## src/rtl/arb_pkg.sv

```systemverilog
// Shared types and default widths for the L2 request arbiter.
package arb_pkg;

  localparam int unsigned ADDR_W_DEF = 32;
  localparam int unsigned LINE_W_DEF = 256;

  typedef enum logic [1:0] {
    REQ_NONE,
    REQ_D,
    REQ_I,
    REQ_P
  } req_e;

  typedef enum logic [2:0] {
    StIdle,
    StServeD,
    StServeI,
    StServeP,
    StDone
  } state_e;

endpackage

```

## src/rtl/l2_request_arbiter_if.sv

```systemverilog
// Bundle of the L1/prefetcher request ports, the L2 port and the grant counters.
interface l2_request_arbiter_if
  import arb_pkg::*;
#(
  parameter int unsigned ADDR_W = ADDR_W_DEF,
  parameter int unsigned LINE_W = LINE_W_DEF,
  parameter int unsigned CNT_W  = 32
) ();

  logic              d_read;
  logic              d_write;
  logic [ADDR_W-1:0] d_addr;
  logic [LINE_W-1:0] d_wdata;
  logic [LINE_W-1:0] d_rdata;
  logic              d_resp;

  logic              i_read;
  logic [ADDR_W-1:0] i_addr;
  logic [LINE_W-1:0] i_rdata;
  logic              i_resp;

  logic              p_read;
  logic [ADDR_W-1:0] p_addr;
  logic [LINE_W-1:0] p_rdata;
  logic              p_resp;

  logic              mem_read;
  logic              mem_write;
  logic [ADDR_W-1:0] mem_address;
  logic [LINE_W-1:0] mem_wdata;
  logic [LINE_W-1:0] mem_rdata;
  logic              mem_resp;

  logic [CNT_W-1:0]  cnt_d;
  logic [CNT_W-1:0]  cnt_i;
  logic [CNT_W-1:0]  cnt_p;

  modport slave (
    input  d_read, d_write, d_addr, d_wdata, i_read, i_addr, p_read, p_addr,
    input  mem_rdata, mem_resp,
    output d_rdata, d_resp, i_rdata, i_resp, p_rdata, p_resp,
    output mem_read, mem_write, mem_address, mem_wdata,
    output cnt_d, cnt_i, cnt_p
  );

  modport master (
    output d_read, d_write, d_addr, d_wdata, i_read, i_addr, p_read, p_addr,
    output mem_rdata, mem_resp,
    input  d_rdata, d_resp, i_rdata, i_resp, p_rdata, p_resp,
    input  mem_read, mem_write, mem_address, mem_wdata,
    input  cnt_d, cnt_i, cnt_p
  );

endinterface

```

## src/rtl/arb_priority_sel.sv

```systemverilog
// Combinational grant select: data over instruction over prefetch,
// with instruction forced ahead once data has starved it long enough.
module arb_priority_sel
  import arb_pkg::*;
(
  input  logic i_req_d,
  input  logic i_req_i,
  input  logic i_req_p,
  input  logic i_starved,
  output req_e o_grant
);

  always_comb begin
    o_grant = REQ_NONE;
    if (i_req_i && i_starved) begin
      o_grant = REQ_I;
    end else if (i_req_d) begin
      o_grant = REQ_D;
    end else if (i_req_i) begin
      o_grant = REQ_I;
    end else if (i_req_p) begin
      o_grant = REQ_P;
    end
  end

endmodule

```

## src/rtl/l2_request_arbiter.sv

```systemverilog
// Three-way arbiter sharing the L2 port between D-cache, I-cache and prefetcher;
// requests are captured on grant and held stable until the L2 completes.
module l2_request_arbiter
  import arb_pkg::*;
#(
  parameter int unsigned ADDR_W       = ADDR_W_DEF,
  parameter int unsigned LINE_W       = LINE_W_DEF,
  parameter int unsigned STARVE_LIMIT = 4,
  parameter int unsigned CNT_W        = 32
) (
  input logic                 clk,
  input logic                 rst,
  l2_request_arbiter_if.slave bus
);

  localparam int unsigned StarveW = (STARVE_LIMIT > 0) ? $clog2(STARVE_LIMIT + 1) : 1;
  localparam logic [StarveW-1:0] StarveMax = StarveW'(STARVE_LIMIT);

  state_e              r_state;
  state_e              w_state_next;
  logic                r_mem_read;
  logic                r_mem_write;
  logic [ADDR_W-1:0]   r_addr;
  logic [LINE_W-1:0]   r_wdata;
  logic [StarveW-1:0]  r_starve;
  logic [CNT_W-1:0]    r_cnt_d;
  logic [CNT_W-1:0]    r_cnt_i;
  logic [CNT_W-1:0]    r_cnt_p;

  req_e                w_grant;
  logic                w_req_d;
  logic                w_starved;
  logic                w_grant_valid;
  logic                w_serving;

  assign w_req_d       = bus.d_read | bus.d_write;
  assign w_starved     = (r_starve == StarveMax);
  assign w_grant_valid = (r_state == StIdle) && (w_grant != REQ_NONE);
  assign w_serving     = (r_state == StServeD) || (r_state == StServeI) ||
                         (r_state == StServeP);

  arb_priority_sel u_sel (
    .i_req_d   (w_req_d),
    .i_req_i   (bus.i_read),
    .i_req_p   (bus.p_read),
    .i_starved (w_starved),
    .o_grant   (w_grant)
  );

  always_comb begin
    w_state_next = r_state;
    unique case (r_state)
      StIdle: begin
        unique case (w_grant)
          REQ_D:   w_state_next = StServeD;
          REQ_I:   w_state_next = StServeI;
          REQ_P:   w_state_next = StServeP;
          default: w_state_next = StIdle;
        endcase
      end
      StServeD, StServeI, StServeP: begin
        if (bus.mem_resp) w_state_next = StDone;
      end
      StDone:  w_state_next = StIdle;
      default: w_state_next = StIdle;
    endcase
  end

  always_ff @(posedge clk or posedge rst) begin
    if (rst) begin
      r_state     <= StIdle;
      r_mem_read  <= 1'b0;
      r_mem_write <= 1'b0;
      r_addr      <= '0;
      r_wdata     <= '0;
      r_starve    <= '0;
      r_cnt_d     <= '0;
      r_cnt_i     <= '0;
      r_cnt_p     <= '0;
    end else begin
      r_state <= w_state_next;
      if (w_grant_valid) begin
        unique case (w_grant)
          REQ_D: begin
            // A writeback takes precedence when both read and write are raised.
            r_mem_write <= bus.d_write;
            r_mem_read  <= ~bus.d_write;
            r_addr      <= bus.d_addr;
            if (bus.d_write) r_wdata <= bus.d_wdata;
            r_cnt_d     <= r_cnt_d + CNT_W'(1);
            if (!bus.i_read)        r_starve <= '0;
            else if (!w_starved)    r_starve <= r_starve + StarveW'(1);
          end
          REQ_I: begin
            r_mem_read <= 1'b1;
            r_addr     <= bus.i_addr;
            r_cnt_i    <= r_cnt_i + CNT_W'(1);
            r_starve   <= '0;
          end
          REQ_P: begin
            r_mem_read <= 1'b1;
            r_addr     <= bus.p_addr;
            r_cnt_p    <= r_cnt_p + CNT_W'(1);
          end
          default: ;
        endcase
      end else if (w_serving && bus.mem_resp) begin
        r_mem_read  <= 1'b0;
        r_mem_write <= 1'b0;
      end
    end
  end

  assign bus.mem_read    = r_mem_read;
  assign bus.mem_write   = r_mem_write;
  assign bus.mem_address = r_addr;
  assign bus.mem_wdata   = r_wdata;

  assign bus.d_resp  = (r_state == StServeD) && bus.mem_resp;
  assign bus.i_resp  = (r_state == StServeI) && bus.mem_resp;
  assign bus.p_resp  = (r_state == StServeP) && bus.mem_resp;
  assign bus.d_rdata = bus.mem_rdata;
  assign bus.i_rdata = bus.mem_rdata;
  assign bus.p_rdata = bus.mem_rdata;

  assign bus.cnt_d = r_cnt_d;
  assign bus.cnt_i = r_cnt_i;
  assign bus.cnt_p = r_cnt_p;

endmodule

```

## src/flat_wrapper.sv

```systemverilog
// flat-port wrapper written by rule: the top's interface ports become plain ports
module l2_request_arbiter_flat import arb_pkg::*;
#(
  parameter int unsigned ADDR_W       = ADDR_W_DEF,
  parameter int unsigned LINE_W       = LINE_W_DEF,
  parameter int unsigned STARVE_LIMIT = 4,
  parameter int unsigned CNT_W        = 32
)
  (clk, rst, bus_d_read, bus_d_write, bus_d_addr, bus_d_wdata, bus_i_read, bus_i_addr, bus_p_read, bus_p_addr, bus_mem_rdata, bus_mem_resp, bus_d_rdata, bus_d_resp, bus_i_rdata, bus_i_resp, bus_p_rdata, bus_p_resp, bus_mem_read, bus_mem_write, bus_mem_address, bus_mem_wdata, bus_cnt_d, bus_cnt_i, bus_cnt_p);
  l2_request_arbiter_if #(.ADDR_W(ADDR_W), .LINE_W(LINE_W), .CNT_W(CNT_W)) bus_i ();
  input logic clk;
  input logic rst;
  input wire logic [$bits(bus_i.d_read)-1:0] bus_d_read;
  input wire logic [$bits(bus_i.d_write)-1:0] bus_d_write;
  input wire logic [$bits(bus_i.d_addr)-1:0] bus_d_addr;
  input wire logic [$bits(bus_i.d_wdata)-1:0] bus_d_wdata;
  input wire logic [$bits(bus_i.i_read)-1:0] bus_i_read;
  input wire logic [$bits(bus_i.i_addr)-1:0] bus_i_addr;
  input wire logic [$bits(bus_i.p_read)-1:0] bus_p_read;
  input wire logic [$bits(bus_i.p_addr)-1:0] bus_p_addr;
  input wire logic [$bits(bus_i.mem_rdata)-1:0] bus_mem_rdata;
  input wire logic [$bits(bus_i.mem_resp)-1:0] bus_mem_resp;
  output wire logic [$bits(bus_i.d_rdata)-1:0] bus_d_rdata;
  output wire logic [$bits(bus_i.d_resp)-1:0] bus_d_resp;
  output wire logic [$bits(bus_i.i_rdata)-1:0] bus_i_rdata;
  output wire logic [$bits(bus_i.i_resp)-1:0] bus_i_resp;
  output wire logic [$bits(bus_i.p_rdata)-1:0] bus_p_rdata;
  output wire logic [$bits(bus_i.p_resp)-1:0] bus_p_resp;
  output wire logic [$bits(bus_i.mem_read)-1:0] bus_mem_read;
  output wire logic [$bits(bus_i.mem_write)-1:0] bus_mem_write;
  output wire logic [$bits(bus_i.mem_address)-1:0] bus_mem_address;
  output wire logic [$bits(bus_i.mem_wdata)-1:0] bus_mem_wdata;
  output wire logic [$bits(bus_i.cnt_d)-1:0] bus_cnt_d;
  output wire logic [$bits(bus_i.cnt_i)-1:0] bus_cnt_i;
  output wire logic [$bits(bus_i.cnt_p)-1:0] bus_cnt_p;
  assign bus_i.d_read = bus_d_read;
  assign bus_i.d_write = bus_d_write;
  assign bus_i.d_addr = bus_d_addr;
  assign bus_i.d_wdata = bus_d_wdata;
  assign bus_i.i_read = bus_i_read;
  assign bus_i.i_addr = bus_i_addr;
  assign bus_i.p_read = bus_p_read;
  assign bus_i.p_addr = bus_p_addr;
  assign bus_i.mem_rdata = bus_mem_rdata;
  assign bus_i.mem_resp = bus_mem_resp;
  assign bus_d_rdata = bus_i.d_rdata;
  assign bus_d_resp = bus_i.d_resp;
  assign bus_i_rdata = bus_i.i_rdata;
  assign bus_i_resp = bus_i.i_resp;
  assign bus_p_rdata = bus_i.p_rdata;
  assign bus_p_resp = bus_i.p_resp;
  assign bus_mem_read = bus_i.mem_read;
  assign bus_mem_write = bus_i.mem_write;
  assign bus_mem_address = bus_i.mem_address;
  assign bus_mem_wdata = bus_i.mem_wdata;
  assign bus_cnt_d = bus_i.cnt_d;
  assign bus_cnt_i = bus_i.cnt_i;
  assign bus_cnt_p = bus_i.cnt_p;
  l2_request_arbiter #(.ADDR_W(ADDR_W), .LINE_W(LINE_W), .STARVE_LIMIT(STARVE_LIMIT), .CNT_W(CNT_W)) u_core (.clk(clk), .rst(rst), .bus(bus_i));
endmodule
```

## config.mk

```make
export PLATFORM = sky130hd
export DESIGN_NAME = l2_request_arbiter_flat
export DESIGN_NICKNAME = d
export VERILOG_FILES = /design/src/rtl/arb_pkg.sv /design/src/rtl/l2_request_arbiter_if.sv /design/src/rtl/arb_priority_sel.sv /design/src/rtl/l2_request_arbiter.sv /design/src/flat_wrapper.sv
export SDC_FILE = /design/constraint.sdc
export NUM_CORES = 1
export LEC_CHECK = 0
export BUFFER_PORTS_ARGS = -buffer_cell sky130_fd_sc_hd__buf_4
export CAP_MARGIN = 10
export CORE_AREA = 5 5 697 699
export DETAILED_ROUTE_END_ITERATION = 7
export DIE_AREA = 0 0 702 704
export GPL_ROUTABILITY_DRIVEN = 1
export PLACE_DENSITY = 0.3
export SLEW_MARGIN = 30
export SYNTH_ARGS = -nofsm -noshare
export SYNTH_HDL_FRONTEND = slang
export SYNTH_SLANG_ARGS = --single-unit
export TNS_END_PERCENT = 30
```

## constraint.sdc

```tcl
create_clock -name clk -period 30.8 [get_ports clk]
set_clock_uncertainty 0.2 [all_clocks]
set_input_delay 6.16 -clock clk [delete_from_list [all_inputs] [get_ports clk]]
set_output_delay 6.16 -clock clk [all_outputs]
set_load 0.02 [all_outputs]
```

* Word level (Yosys, flattened, before mapping)
Cells that the tools add are included.
W data, S select, Z words.
** Word-level totals
- Memory bits (writable) :: 0
- Latch bits :: 0
- Output and inout port bits :: 1157
- Logic and storage cells :: 65
- Flip-flop bits (word level) :: 392
- Input port bits :: 615
- Bits in read-only memories :: 0
- Memories :: 0
** Operators by class
- Shift-type cells :: 0
- $mul :: 0
- Muxes and demuxes :: 16
- Order comparisons :: 0
- Eq/ne operators :: 11
- Divide/modulo/power cells :: 0
- Bitwise logic cells :: 2
- Reduce and logical (&&, ||, !) cells :: 23
- $add $sub $neg :: 4
** Operator list (count)
- $add A32 B1 Y32 const B :: 3
- $pmux W32 S3 :: 1
- $pmux W3 S2 :: 2
- $reduce_and A2 Y1 :: 6
- $mux W3 :: 3
- $mux W2 :: 4
- $eq A3 B2 Y1 const B :: 2
- $logic_and A1 B1 Y1 :: 6
- $ne A3 B3 Y1 const B :: 2
- $pmux W2 S3 :: 1
- $reduce_and A3 Y1 :: 2
- $reduce_bool A2 Y1 :: 3
- $eq A2 B2 Y1 const B :: 2
- $mux W1 :: 4
- $ne A2 B2 Y1 const B :: 2
- $add A3 B1 Y3 const B :: 1
- $eq A3 B1 Y1 const B :: 1
- $eq A3 B3 Y1 const B :: 1
- $logic_not A3 Y1 :: 1
- $reduce_bool A3 Y1 :: 1
- $reduce_or A3 Y1 :: 1
- $eq A2 B1 Y1 const B :: 1
- $logic_or A1 B1 Y1 :: 2
- $pmux W1 S2 :: 1
- other kinds (3) :: 3

* Logic depth before layout (Yosys ltp)
Gate-level depths: netlist of the first run.
- Depth in word-level cells :: 8
- Gate-level depth with buffers :: 8
- Depth with buffers taken out :: 7

* Modules after synthesis
A second synthesis of the first run with hierarchy kept.
** Unflattened totals
- Cells, all modules :: 1967
- Area total of the unflattened synthesis :: 21877.2 um^2
** Modules (own cells, without submodules)
- l2_request_arbiter :: cells an instance 1962, sequential area each 9809.4 um^2, area an instance 21849.7 um^2, times used 1
- arb_priority_sel :: cells an instance 5, sequential area each 0.0 um^2, area an instance 27.5 um^2, times used 1

* Least setup slack after synthesis of the first run
No wires, ideal clock.
- Kind :: input to output
- From :: input bus_mem_resp
- To :: output bus_d_resp
- Path buffers :: 0
- Setup slack :: 17.740 ns
- Stages on the path :: 3
- Arrival time :: 6.700 ns
- Path through :: nor2b_1 -> nand2_1 -> nor2_1
** On the way
- Cells in the longest elaborated chain, start to end :: 1
** RTL lines
- start: declaration :: line flat_wrapper.sv:22 : input wire logic [$bits(bus_i.mem_resp)-1:0] bus_mem_resp;
- $logic_and A1 B1 Y1 :: line l2_request_arbiter.sv:119 : assign bus.d_resp = (r_state == StServeD) && bus.mem_resp;
- end: declaration :: line flat_wrapper.sv:24 : output wire logic [$bits(bus_i.d_resp)-1:0] bus_d_resp;
No other way between the ends.

* Worst setup path after layout of the first run
- From :: input bus_mem_resp
- To :: output bus_i_resp
** On the way
- Cells in the longest elaborated chain, start to end :: 1
** RTL lines
- $logic_and A1 B1 Y1 :: line l2_request_arbiter.sv:120 : assign bus.i_resp = (r_state == StServeI) && bus.mem_resp;
- end: declaration :: line flat_wrapper.sv:26 : output wire logic [$bits(bus_i.i_resp)-1:0] bus_i_resp;
No other way between the ends.

==> parameters.txt, run 1 <==
Parameter                              Value

Pwr
  Power, Total    3.10 mW
  Internal cell power    1.72 mW
  VDD IR-drop max    0.0481 mV
  Share of total power consumed by net switching    44.6%
  Leakage    11.7 nW
  Relative contribution of combinational cells to total power    46.2%
  Sw Pwr    1.38 mW
  Power per standard cell area    97.6 nW/µm²
  Share of power burned in the clock network    26.3%
  Proportion of power drawn by flip-flops and latches    27.5%

Worst setup path
  Critical path data required time    24440 ps
  Chain of cells forming the critical path    buf_4 > nor2b_1 > nand2_1 > nor2_1 > buf_4
  Critical path start-end classification    primary input to primary output
  Worst Setup End Kind    primary output
  Startpoint kind of the worst setup timing path    primary input
  Arrival time reported for the critical path endpoint    7050 ps
  Bufs and invs on worst path    2
  Biggest fanout along the worst timing path    4
  Max stage delay cell, worst path    sky130_fd_sc_hd__nor2b_1
  Launch point of the worst path    bus_mem_resp
  Stage delay of the slowest cell on the critical path    300 ps
  Endpoint of the worst-slack reg-to-reg timing path    u_core.bus.mem_wdata[151]$_DFFE_PP0P_
  Reg-to-reg startpoint    u_core.r_starve[0]$_DFFE_PP0P_
  Dominant cell type by count on the critical path    sky130_fd_sc_hd__buf_4
  R2r worst-path depth    7
  Internal reg-to-reg setup slack    26940 ps
  Kind of cell adding the most delay to the critical path    simple AND/OR/NAND/NOR gates

CTS
  Register clock-pin slew on the reported worst setup and hold paths    60 ps
  Maximum count of clock buffers along a single path    4
  Insertion delay to the later sink of the worst-skew pair    770 ps
  Root buffer selected by CTS    sky130_fd_sc_hd__clkbuf_16
  Count of instances resized after the clock tree is built    0
  H-tree lvl count    3
  Count of hold-fix buffers inserted at cts    0
  Clock net sink count    392
  Post-CTS repair timing setup buffer count    0
  Number of buffers added by the clock tree synthesis step    70
  Clock tree from TritonCTS    built

Final layout
  Fraction of layout instances using a drive strength above 1    57.7%
  Post-layout util    6.66%
  Layout Nets    2592
  Final instance count without filler cells    8429
  Signed area change from the synthesized netlist to the final layout    46.7%
  Cell area after layout    31800 µm²

STA
  F_max    0.0746 GHz
  Endpoints failing hold    0
  Pin slew with the least headroom to its limit    1000 ps
  Min Clock Period, post-route    13410 ps
  Pins Over Slew Limit    0
  Final critical-path share of the clock period    43.5%
  Final setup TNS    0 ps
  Post-Route Hold Slack    272 ps
  Unrepaired setup endpoints after global routing    no
  Headroom to the max-slew limit    32.6%
  Final count of negative-setup-slack endpoints    0
  Final setup margin    17390 ps

Outcome
  Outcome    completed

Synthesis
  Post-synthesis share of cell area spent on and, or, nand and nor gates    6.80%
  Compound-cell area share of the yosys netlist    2.35%
  Most used DFF post-synth    sky130_fd_sc_hd__dfrtp_1
  Async set-reset flop share out of synthesis    100%
  Mapped Area    21700 µm²
  Multiplexer area fraction after synthesis    13.5%
  Post-synthesis sequential element count    392
  Number of distinct standard cells referenced by the synthesized netlist    38
  Net Count, Synth    2566
  Post-Synth XOR/XNOR Area    3.76%
  Mean instance size in the synthesized netlist    11.1 µm²
  Main combinational cell family by area after synthesis    buffers and inverters
  Cell count after synthesis    1946
  Number of enable-type register cells in the synthesized netlist    0
  Seq/Total Area, Yosys    45.2%
  Synth Area in Adders    0.288%
  Yosys warning total    0

Route
  Number of antenna-violating nets in the routed design    0
  Drt drc    0
  Count of TritonRoute iterations in the first routing pass    5
  Final Routed Wirelength    234000 µm
  Post-DR wirelength/cell    27.7 µm
  Via count of the routed design    15039
  Via density per instance    1.78
  Number of design-rule violations left by the first detailed-router iteration    758

Floorplan
  Num ports    1772
  Total number of placement rows    254
  Die W    702 µm
  Placeable core region    478000 µm²
  Die Height    704 µm
  Die footprint    494000 µm²
  Initial Util    4.54%

Global routing
  Largest net degree at the start of global routing    118
  Global-route wire length before repair    271000 µm
  Total global-route track usage    9.09%
  Via count of the first global-routing pass    15478
  Leftover overflow at the end of global routing    0
  Initial antenna violation count    151

Job
  Max-Cap Viols    0

Placement
  Number of placed instances, taps included    8300
  Setup WS pre-CTS    17380 ps
  Half-perimeter wire length of the detailed placement result    210000 µm
  Total placed instance area    29500 µm²
  GP Congestion    0.734
  Count of buffers from port buffering    747

Hold path
  Hold endpoint    u_core.bus.cnt_i[31]$_DFFE_PP0P_
  Worst hold-check path type    register to register
  HP Start    u_core.bus.cnt_i[31]$_DFFE_PP0P_
  Min-Delay Path Depth    1
-- layout by cell type (no fill, tap or decap), types with 2 or more instances in the layout --
cell type	Yosys	layout
sky130_fd_sc_hd__a32o_1	2	2
sky130_fd_sc_hd__clkinv_2	0	9
sky130_fd_sc_hd__clkbuf_16	0	71
sky130_fd_sc_hd__nor3_1	3	3
sky130_fd_sc_hd__a21oi_1	4	2
sky130_fd_sc_hd__nand4_1	29	29
sky130_fd_sc_hd__and2_1	4	3
sky130_fd_sc_hd__nor4b_4	2	2
sky130_fd_sc_hd__clkbuf_8	0	13
sky130_fd_sc_hd__bufinv_16	0	4
sky130_fd_sc_hd__nor3_2	5	2
sky130_fd_sc_hd__dfrtp_1	392	392
sky130_fd_sc_hd__clkinvlp_4	0	4
sky130_fd_sc_hd__clkinv_4	0	2
sky130_fd_sc_hd__and3_1	21	20
sky130_fd_sc_hd__or2_2	3	3
sky130_fd_sc_hd__buf_4	791	767
sky130_fd_sc_hd__nor3_4	1	4
sky130_fd_sc_hd__nand3_1	35	35
sky130_fd_sc_hd__diode_2	0	14
sky130_fd_sc_hd__xor2_1	17	17
sky130_fd_sc_hd__nor2_1	58	57
sky130_fd_sc_hd__nand2_1	112	112
sky130_fd_sc_hd__xnor2_1	76	76
sky130_fd_sc_hd__or4_4	2	2
sky130_fd_sc_hd__inv_1	11	9
sky130_fd_sc_hd__nor2b_1	2	2
sky130_fd_sc_hd__mux2_2	259	259
sky130_fd_sc_hd__buf_6	0	2
sky130_fd_sc_hd__ha_1	5	5
sky130_fd_sc_hd__clkbuf_1	15	8
sky130_fd_sc_hd__o21ai_0	36	35
sky130_fd_sc_hd__a41oi_1	32	32
sky130_fd_sc_hd__nor2_2	1	2
sky130_fd_sc_hd__inv_6	0	4
sky130_fd_sc_hd__and4_1	6	6
-- cell usage after synthesis (all sizes together) (5+ instances only) --
master	n	area share, %
nor2	59	1.0
clkbuf	15	0.26
and3	21	0.61
mux2	259	13
xor2	17	0.69
buf	803	28
inv	11	0.19
dfrtp	392	45
ha	5	0.29
nor3	9	0.37
nand3	36	0.89
nand4	29	0.84
nand2	112	1.9
xnor2	76	3.1
o21ai	36	0.83
and4	6	0.24
a41oi	32	1.3
-- worst register-to-register path, cell delays in order (launching register included) --
cell and delay [ps]:
sky130_fd_sc_hd__dfrtp_1 390, sky130_fd_sc_hd__inv_1 60, sky130_fd_sc_hd__ha_1 220, sky130_fd_sc_hd__nand3_1 240, sky130_fd_sc_hd__and3_4 610, sky130_fd_sc_hd__buf_12 680
sky130_fd_sc_hd__buf_4 940, sky130_fd_sc_hd__mux2_2 430
-- cells by family after synthesis --
kind of cell / count (synthesis)
AOI/OAI and AO/OA: 75
xor gates and xnor gates: 93
adders and majority gates: 5
buffers and inverters: 829
DFF: 392
muxes: 260
and+or+nand+nor: 292
-- area by class of cell --
class	count	area (µm²)
repair buffers	772	5840
diodes	14	35.0
inverters	11	48.8
fillers	56136	446000
multi-input cells	725	5840
clock inverters	23	248
well taps	6400	8010
flip-flops and latches	392	9810
clock buffers	92	1990
-- registers in the layout, summed over array words and instances (netlist names), 3 cells and up --
signal and count:
u_core.bus.cnt_d 32, u_core.bus.cnt_i 32, u_core.bus.cnt_p 32, u_core.bus.mem_address 32, u_core.bus.mem_wdata 256, u_core.r_starve 3
u_core.r_state 3
-- worst max-delay path by stage --
stage / to / cells past startpoint / slack, ps
after floorplan: u_core.bus.cnt_d[0]$_DFFE_PP0P_ / 1 / 13540
after global placement: bus_p_resp / 4 / 17310
after detailed placement: bus_p_resp / 4 / 17380
after CTS: bus_p_resp / 4 / 17370
after global routing: bus_i_resp / 5 / 17350
final: bus_i_resp / 5 / 17390
-- per-layer routing --
layer	share of wire, %	vias to the layer above	track usage (%)
li1	-	5762	-
met1	33	7172	8.61
met2	41	1681	13.2
met3	23	374	9.99
met4	2.5	50	1.68
met5	0.57	-	1.59
-- power by group through the flow --
stage               clock network [mW]  logic, mW  registers, mW
detailed placement                   0       1.53          0.862
CTS                              0.877       1.53          0.858
finish                           0.816       1.43          0.854
floorplan                            0      0.500           1.09
global route                     0.884       1.54          0.883
global placement                     0       1.52          0.858
No activity file was read; power rests on OpenSTA's default activity.
==> run 2, diff against run 1 <==
- clock period: 30.8 -> 10.75 ns (I/O delays scaled with it)
==> run 2 against run 1 <==
Die area did not move. Via count fell by 0.46%. Non-clock buffer count rose by 1. Count of clock-buffer cells in the layout did not move. Combinational power rose to 2.8 times the previous value. Setup slack got worse by 12000 ps. Worst hold slack got worse by 2.4 ps. Critical path type unchanged. Largest cell class unchanged. Largest power group unchanged. Highest routed layer unchanged.
==> parameters.txt, run 2 (same netlist as run 1, synthesis figures left out) <==
Parameter                              Value

STA
  Final setup TNS    0 ps (unchanged)
  Endpoints failing hold    0 (unchanged)
  Pins Over Slew Limit    0 (unchanged)
  F_max    0.182 GHz
  Headroom to the max-slew limit    41.5% (was 32.6%)
  Pin slew with the least headroom to its limit    877 ps (was 1000 ps)
  Final critical-path share of the clock period    51.0%
  Unrepaired setup endpoints after global routing    no (unchanged)
  Final count of negative-setup-slack endpoints    0 (unchanged)
  Final setup margin    5260 ps (was 17390 ps)
  Min Clock Period, post-route    5490 ps

Global routing
  Global-route wire length before repair    267000 µm (was 271000 µm)
  Leftover overflow at the end of global routing    0 (unchanged)
  Total global-route track usage    8.89% (was 9.09%)
  Largest net degree at the start of global routing    143 (was 118)
  Initial antenna violation count    148 (was 151)
  Via count of the first global-routing pass    15547 (was 15478)

Worst setup path
  R2r worst-path depth    6 (was 7)
  Critical path start-end classification    primary input to primary output (unchanged)
  Arrival time reported for the critical path endpoint    3140 ps (was 7050 ps)
  Biggest fanout along the worst timing path    4 (unchanged)
  Critical path data required time    8400 ps (was 24440 ps)
  Startpoint kind of the worst setup timing path    primary input (unchanged)
  Worst Setup End Kind    primary output (unchanged)

Placement
  Half-perimeter wire length of the detailed placement result    205000 µm (was 210000 µm)
  Count of buffers from port buffering    747 (unchanged)
  Setup WS pre-CTS    5170 ps (was 17380 ps)
  GP Congestion    0.736 (was 0.734)

Route
  Post-DR wirelength/cell    27.1 µm (was 27.7 µm)
  Final Routed Wirelength    229000 µm (was 234000 µm)
  Drt drc    0 (unchanged)
  Count of TritonRoute iterations in the first routing pass    4 (was 5)
  Number of antenna-violating nets in the routed design    0 (unchanged)
  Via density per instance    1.77 (was 1.78)
  Number of design-rule violations left by the first detailed-router iteration    692 (was 758)
  Via count of the routed design    14970 (was 15039)

CTS
  Root buffer selected by CTS    sky130_fd_sc_hd__clkbuf_16 (unchanged)
  Count of hold-fix buffers inserted at cts    0 (unchanged)
  Clock tree from TritonCTS    built (unchanged)
  Number of buffers added by the clock tree synthesis step    70 (unchanged)
  Insertion delay to the later sink of the worst-skew pair    760 ps (was 770 ps)
  Clock net sink count    392 (unchanged)
  Maximum count of clock buffers along a single path    4 (unchanged)
  Count of instances resized after the clock tree is built    0 (unchanged)
  Register clock-pin slew on the reported worst setup and hold paths    40 ps (was 60 ps)
  Post-CTS repair timing setup buffer count    0 (unchanged)
  H-tree lvl count    3 (unchanged)

Pwr
  Leakage    11.7 nW (about the same)
  Power per standard cell area    277 nW/µm² (was 97.6 nW/µm²)
  VDD IR-drop max    0.111 mV (was 0.0481 mV)

Floorplan
  Die Height    704 µm (unchanged)
  Placeable core region    478000 µm² (unchanged)
  Die W    702 µm (unchanged)
  Total number of placement rows    254 (unchanged)
  Die footprint    494000 µm² (unchanged)
  Num ports    1772 (unchanged)
  Initial Util    4.54% (unchanged)

Job
  Max-Cap Viols    0 (unchanged)

Final layout
  Fill count    56105 (was 56136)
  Max reg flops    256 (unchanged)
  Most common cell after layout, fill and taps aside    sky130_fd_sc_hd__buf_4 (unchanged)
  Post-layout util    6.70% (was 6.66%)
  Fraction of layout instances using a drive strength above 1    57.3% (was 57.7%)
  Storage element area    9810 µm² (unchanged)
  Area of combinational cells with multiple inputs    5850 µm² (was 5840 µm²)
  Leading cell types in the layout, fill and taps excluded    sky130_fd_sc_hd__buf_4 (760), sky130_fd_sc_hd__dfrtp_1 (392), sky130_fd_sc_hd__mux2_2 (259) (was sky130_fd_sc_hd__buf_4 (767), sky130_fd_sc_hd__dfrtp_1 (392), sky130_fd_sc_hd__mux2_2 (259))
  Layout Nets    2593 (was 2592)
  Signed area change from the synthesized netlist to the final layout    47.6% (was 46.7%)

Hold path
  Min-Delay Path Depth    1 (unchanged)
  Worst hold-check path type    register to register (unchanged)

Outcome
  Outcome    completed (unchanged)
-- run 2: changes by cell type in the layout (fill, tap and decap cells not counted), moves of 2 or more --
cell | before | now
sky130_fd_sc_hd__diode_2 | 14 | 30
sky130_fd_sc_hd__buf_4 | 767 | 760
sky130_fd_sc_hd__buf_12 | 1 | 7
sky130_fd_sc_hd__clkbuf_1 | 8 | 13
sky130_fd_sc_hd__clkbuf_8 | 13 | 9
sky130_fd_sc_hd__bufinv_16 | 4 | 7
sky130_fd_sc_hd__buf_16 | 1 | 3
sky130_fd_sc_hd__buf_6 | 2 | 0
sky130_fd_sc_hd__buf_8 | 1 | 3
-- run 2: layout make-up --
| cell class | count | area share (%) |
|---|---|---|
| Sequential cell | 392 | 30.7 |
| Tap cell | 6400 | 25.0 |
| Timing Repair Buffer | 773 | 18.7 |
| Multi-Input combinational cell | 725 | 18.3 |
| Clock buffer | 92 | 6.01 |
| Clock inverter | 23 | 1.00 |
| Antenna cell | 30 | 0.235 |
| Inverter | 11 | 0.141 |
-- run 2: path summary, 6_finish.rpt --
check | startpoint | slack [ps] | end
min in group asynchronous | rst | 1230 | u_core.bus.mem_wdata[156]$_DFFE_PP0P_
min | u_core.bus.cnt_d[31]$_DFFE_PP0P_ | 270 | u_core.bus.cnt_d[31]$_DFFE_PP0P_
max | bus_mem_resp | 5260 | bus_p_resp
min reg2reg | u_core.bus.cnt_d[31]$_DFFE_PP0P_ | 270 | u_core.bus.cnt_d[31]$_DFFE_PP0P_
max in group asynchronous | rst | 7400 | u_core.bus.cnt_p[13]$_DFFE_PP0P_
max reg2reg | u_core.r_state[1]$_DFFE_PP0P_ | 7130 | u_core.bus.mem_wdata[61]$_DFFE_PP0P_
-- run 2: per-layer routing --
metal / GRT usage [%] / vias to the layer above / wire (µm)
met5: 0.903 / - / 731
met3: 9.10 / 375 / 51900
met1: 8.05 / 7167 / 69600
met2: 13.9 / 1598 / 100000
li1: - / 5796 / -
met4: 1.78 / 34 / 6020
-- run 2: worst max-delay path, cell delays in order --
cell                      delay, ps
sky130_fd_sc_hd__buf_4           80
sky130_fd_sc_hd__nor2b_1        440
sky130_fd_sc_hd__and3_1         280
sky130_fd_sc_hd__buf_4          170
-- run 2: power by group --
group / switching, mW / total [mW] / internal, mW
combinational: 2.55 / 4.03 / 1.49
clock: 0.945 / 2.36 / 1.42
sequential: 0.381 / 2.46 / 2.08
total: 3.87 / 8.86 / 4.99
-- run 2: through the flow --
stage	hold WS, ps	cells	area, µm²	power, mW
floorplan	285	1946	21700	4.55
global placement	265	8293	29500	6.74
detailed placement	269	8299	29600	6.79
CTS	279	8414	31900	9.32
global route	301	8419	31900	9.40
finish	270	8446	32000	8.86
